File: config.mk
export PLATFORM = sky130hd
export DESIGN_NAME = delay_lfsr
export DESIGN_NICKNAME = d
export VERILOG_FILES = /design/src/rtl/lfsr_pkg.sv /design/src/rtl/delay_lfsr.sv
export SDC_FILE = /design/constraint.sdc
export NUM_CORES = 1
export LEC_CHECK = 0
export CORE_AREA = 2 2 39 41
export DETAILED_ROUTE_END_ITERATION = 12
export DIE_AREA = 0 0 41 43
export GPL_TIMING_DRIVEN = 0
export PLACE_DENSITY_LB_ADDON = 0.2
export SYNTH_ARGS = -nofsm -noshare
export SYNTH_HDL_FRONTEND = slang
export SYNTH_SLANG_ARGS = --single-unit
File: constraint.sdc
create_clock -name clk -period 1.2 [get_ports clk]
set_input_delay 0.24 -clock clk [delete_from_list [all_inputs] [get_ports clk]]
set_output_delay 0.24 -clock clk [all_outputs]
set_load 0.01 [all_outputs]
File: src/rtl/lfsr_pkg.sv
// lfsr_pkg: shared constants and the maximal-length tap-mask table
// for the Fibonacci LFSRs used as delay sources by the memory models.
package lfsr_pkg;

    localparam int unsigned MIN_WIDTH    = 3;
    localparam int unsigned MAX_WIDTH    = 32;
    localparam int unsigned DEFAULT_SEED = 1;

    // Tap mask for a maximal-length LFSR of the given width. Bit n-1 of the
    // mask corresponds to tap n of the classic maximal-length table.
    // An out-of-range width returns zero; the module rejects such widths.
    function automatic logic [31:0] lfsr_taps(input int unsigned width);
        logic [31:0] taps;
        taps = 32'h0;
        case (width)
            3:  taps = 32'h0000_0006;
            4:  taps = 32'h0000_000C;
            5:  taps = 32'h0000_0014;
            6:  taps = 32'h0000_0030;
            7:  taps = 32'h0000_0060;
            8:  taps = 32'h0000_00B8;
            9:  taps = 32'h0000_0110;
            10: taps = 32'h0000_0240;
            11: taps = 32'h0000_0500;
            12: taps = 32'h0000_0829;
            13: taps = 32'h0000_100D;
            14: taps = 32'h0000_2015;
            15: taps = 32'h0000_6000;
            16: taps = 32'h0000_D008;
            17: taps = 32'h0001_2000;
            18: taps = 32'h0002_0400;
            19: taps = 32'h0004_0023;
            20: taps = 32'h0009_0000;
            21: taps = 32'h0014_0000;
            22: taps = 32'h0030_0000;
            23: taps = 32'h0042_0000;
            24: taps = 32'h00E1_0000;
            25: taps = 32'h0120_0000;
            26: taps = 32'h0200_0023;
            27: taps = 32'h0400_0013;
            28: taps = 32'h0900_0000;
            29: taps = 32'h1400_0000;
            30: taps = 32'h2000_0029;
            31: taps = 32'h4800_0000;
            32: taps = 32'h8020_0003;
            default: taps = 32'h0;
        endcase
        return taps;
    endfunction

endpackage

File: src/rtl/delay_lfsr.sv
// delay_lfsr: free-running Fibonacci LFSR, one step per clock, whose
// registered state is the pseudo-random output.
// Optional build macro LFSR_LOAD_EN adds a synchronous seed-load port
// (load / load_val); without it the block has only clk, rst and dout.
module delay_lfsr
    import lfsr_pkg::*;
#(
    parameter int unsigned           WIDTH = 8,
    parameter logic [WIDTH-1:0]      SEED  = WIDTH'(DEFAULT_SEED),
    parameter logic [WIDTH-1:0]      TAPS  = WIDTH'(lfsr_taps(WIDTH))
) (
    input  logic             clk,
    input  logic             rst,
`ifdef LFSR_LOAD_EN
    input  logic             load,
    input  logic [WIDTH-1:0] load_val,
`endif
    output logic [WIDTH-1:0] dout
);

    // All-zero is the lock-up state of an XOR LFSR, so any path that could
    // land there is redirected to this value instead.
    localparam logic [WIDTH-1:0] ONE         = WIDTH'(1);
    localparam logic [WIDTH-1:0] RESET_VALUE = (SEED == '0) ? ONE : SEED;

    // Reject unsupported widths while elaborating.
    if (WIDTH < MIN_WIDTH || WIDTH > MAX_WIDTH) begin : g_bad_width
        $error("delay_lfsr: WIDTH %0d outside %0d..%0d", WIDTH, MIN_WIDTH, MAX_WIDTH);
    end

    logic [WIDTH-1:0] state;
    logic [WIDTH-1:0] next_state;
    logic [WIDTH-1:0] shifted;
    logic             fb;

    // Next-state: shift in the tap parity, escape all-zero, then the
    // optional load overrides the step.
    always_comb begin
        fb         = ^(state & TAPS);
        shifted    = {state[WIDTH-2:0], fb};
        next_state = (state == '0) ? ONE : shifted;
`ifdef LFSR_LOAD_EN
        if (load) begin
            next_state = (load_val == '0) ? ONE : load_val;
        end
`endif
    end

    // State register: synchronous reset takes priority over load and step.
    always_ff @(posedge clk) begin
        if (rst) begin
            state <= RESET_VALUE;
        end else begin
            state <= next_state;
        end
    end

    assign dout = state;

endmodule

Word level (Yosys, flattened, before mapping) --
Index checks and enable logic that the tools add are counted.
Word-level totals: output and inout bits 8, bits in registers 8, word-level logic and storage cells 4
Operators by class: reduce and logical (&&, ||, !) cells 3
Operators by type and width (number):
- 8-bit logical NOT | 1
- 8-bit parity | 1
- 2-bit OR reduction | 1

Longest topological paths before layout --
depth in word-level cells 2, gate-level depth with buffers 5, mapped depth without buffers 5

Least setup slack after synthesis --
OpenSTA, ideal clock, no wires.
kind flip-flop to flip-flop, from reg state[4], in the netlist dout[4], to reg state[0], in the netlist dout[0], data arrival time 1.300 ns, setup time 0.127 ns, required time 1.073 ns, path slack -0.227 ns, cell stages (with the launch flop) 6, buffers on the path 0, cells stage by stage dfxtp_1 > inv_1 > ha_1 > xnor2_1 > a21oi_1 > or3b_1
On the way: cells in the longest elaborated chain, start to end 2, elaborated cells between the ends (all ways) 3, those cells by class reduce/logical: 3
RTL lines:
- start, declared | line delay_lfsr.sv:31 | logic [WIDTH-1:0] state;
- start signal, assigned | line delay_lfsr.sv:54 | state <= next_state;
- 8-bit logical NOT | line delay_lfsr.sv:41 | next_state = (state == '0) ? ONE : shifted;
- 2-bit OR reduction (no source line)
Parallel ways exist; a longest one is shown, timed or not. A chain may end at the register's enable or synchronous reset.

Worst setup path in the final report --
from reg state[5], in the netlist dout[5], to reg state[0], in the netlist dout[0]
The elaborated chain is that of the path after synthesis.

==> results.yml <==
clocking:
  clock_latency_ps: 240
  clock-sinks: 8
  clkTransAtPathRegs_ps: 50
  cts-root-buf: "clkbuf_4"
  cts_tree: "done"
  htreeDepth: 1
  clockBufferDepth: 2
  cts_buffers: 3
sta:
  fin_skew_ps: 2.98
  period_needed_ps: 1380
  slew_headroom_pct: 81.3
  setup_tns_ps: -514
  hold_viol_final: 0
  rsz0062_at_grt: "yes"
  worst_pin_slew_ps: 280
  fmax_mhz: 726
  setup_viol: 3
  finalMaxSlewViolations: 0
  timing.final.ws_setup_ps: -177
  period_share_pct: 115
grt:
  grt_max_degree: 9
  grt_pass1_wl_um: 883
  track_usage_pct: 7.74
  grt_pass1_vias: 214
  antenna_found_initial: 0
  grt_overflow: 0
run_status:
  status: "finished, violations left"
  violations: "negative setup slack"
power:
  cellPowerDensity_nw_per_um2: 1250
  ir_drop_v: 0.000426
  leakagePower_nw: 0.190
die:
  io_pins: 10
  core_um2: 1380
  die-area_um2: 1760
  core.rowCount: 14
  fp.dieW_um: 41
  dieHeight_um: 43
  start_util_pct: 20.4
yosys:
  ys_ff_latch: 8
  synth_top_cell_by_area: "dfxtp_1"
  synth_enable_flop_cells: 0
  synthTopCellsByArea: "dfxtp_1 (57%), nor2b_1 (11%), nor4_4 (7.5%)"
  synthesis.area_um2: 283
  yosys.cell_count.top_type: "dfxtp_1"
  syn_inst: 24
  syn_avg_cell_area_um2: 11.8
  synth.net_count: 27
  synth_flop_cell: "dfxtp_1"
  synth_common_cells: "dfxtp_1 (8), nor2b_1 (5), inv_1 (2), nor3_1 (2)"
  yosysSeqAreaShare_pct: 56.6
  ys_types: 11
  ys_warn_count: 0
  synth_top_area_share_pct: 56.6
  synth-async-reset-ratio_pct: 0
worst_setup_path:
  slowest_delay_ps: 460
  required_ps: 1390
  slowest_stage: "or4b_4"
  path_cells: "inv_2, ha_4, or4b_4, nor4_4, or3b_1"
  cp-end-kind: "flip-flop"
  crit_arrival_ps: 1560
  rrSetupSlack_ps: -180
  worstSetupStartpointType: "flip-flop"
  worstPathMaxFanout: 3
  critical_path_class: "flip-flop to flip-flop"
place:
  io_buffers: 9
  dp_hpwl_um: 390
  gp_congestion: 0.674
  dpl_cell_area_um2: 408
routing:
  vias_per_cell: 3.98
  first_iter_violations: 0
  ant_nets: 0
  via_count: 211
  remaining_drc_errors: 0
  drt_first_pass_iters: 1
  wl_per_cell_um: 9.70
  routed_wl_um: 514
finish:
  areaGrowthSynthToFinish_pct: 52.2
  fill_cells: 159
  design_area_um2: 430
  drive_above_1_share_pct: 35.1
  nets: 42
  antenna_cells: 0
  largest_register_ffs: 8
flow_run:
  drv_cap: 0
worst_hold_path:
  hp-class: "flip-flop to flip-flop"
## stage by stage
step / power, mW / utilization (%) / setup slack (ps) / hold slack (ps) / std cells
detailed placement: 0.361 / 29.5 / -241 / 469 / 49
CTS: 0.549 / 31.1 / -182 / 475 / 53
global placement: 0.360 / 29.5 / -238 / 465 / 49
finish: 0.538 / 31.1 / -177 / 471 / 53
floorplan: 0.325 / - / -113 / 304 / 24
global route: 0.576 / 31.1 / -252 / 500 / 53
## layout make-up
cell class              count  area (µm²)  share of cell area [%]
flip-flops and latches      8         165                    38.4
multi-input cells          14         128                    29.7
repair buffers             10        87.6                    20.3
clock buffers               3        22.5                    5.23
well taps                  16        20.0                    4.65
inverters                   2        7.51                    1.74
## layer usage
| layer | track usage [%] | up-vias | wire length (µm) |
|---|---|---|---|
| met4 | 4.00 | 0 | 0 |
| met1 | 9.35 | 98 | 210 |
| li1 | - | 106 | - |
| met2 | 11.3 | 7 | 259 |
| met3 | 3.14 | 0 | 44 |
| met5 | 0 | - | 0 |
## cells in the final DEF, fill, tap and decap left out, drive strengths merged
| cell | instances |
|---|---|
| or4b | 1 |
| clkbuf | 3 |
| nor2 | 1 |
| ha | 1 |
| a21oi | 1 |
| nor4 | 1 |
| clkdlybuf4s50 | 1 |
| or3b | 1 |
| dfxtp | 8 |
| nor3 | 2 |
| buf | 1 |
| dlygate4sd2 | 8 |
| inv | 2 |
| xnor2 | 1 |
| nor2b | 5 |
## where the power goes
part	internal (mW)	total, mW	switching (mW)	leakage, nW
clock network	0.114	0.191	0.0780	0.0138
registers	0.279	0.288	0.00921	0.0674
logic	0.0333	0.0583	0.0250	0.109
## critical path, delay by kind of cell, from the launching register on
family	cells	cell delay (ps)
AND/OR/NAND/NOR	3	810
buffers and inverters	1	70
adder cells (fa/ha/maj)	1	120
flip-flops	1	320
## final timing paths
check | cells past startpoint | end | startpoint
setup / recovery | 5 | dout[0]$_SDFF_PP1_ | dout[5]$_SDFF_PP0_
hold / removal | 2 | dout[5]$_SDFF_PP0_ | dout[4]$_SDFF_PP0_
setup reg to reg | 5 | dout[0]$_SDFF_PP1_ | dout[5]$_SDFF_PP0_
hold reg to reg | 2 | dout[5]$_SDFF_PP0_ | dout[4]$_SDFF_PP0_
## cells by family (layout without fill, tap and decap cells)
logic type / count (synthesis) / count (layout) / share of synthesized area (%)
fa+ha+maj: 1 / 1 / 4.42
flops: 8 / 8 / 56.6
buf+inv: 2 / 15 / 2.66
xor+xnor: 1 / 1 / 3.10
simple gates: 11 / 11 / 31.4
compound gates: 1 / 1 / 1.77
## what timing repair did
action,in CTS,in global routing
gates resized for setup,10,0
buffers inserted,1,0
setup endpoints to repair,11,3
hold buffers,0,0
Note: power is estimated with default switching activity, not from simulation.
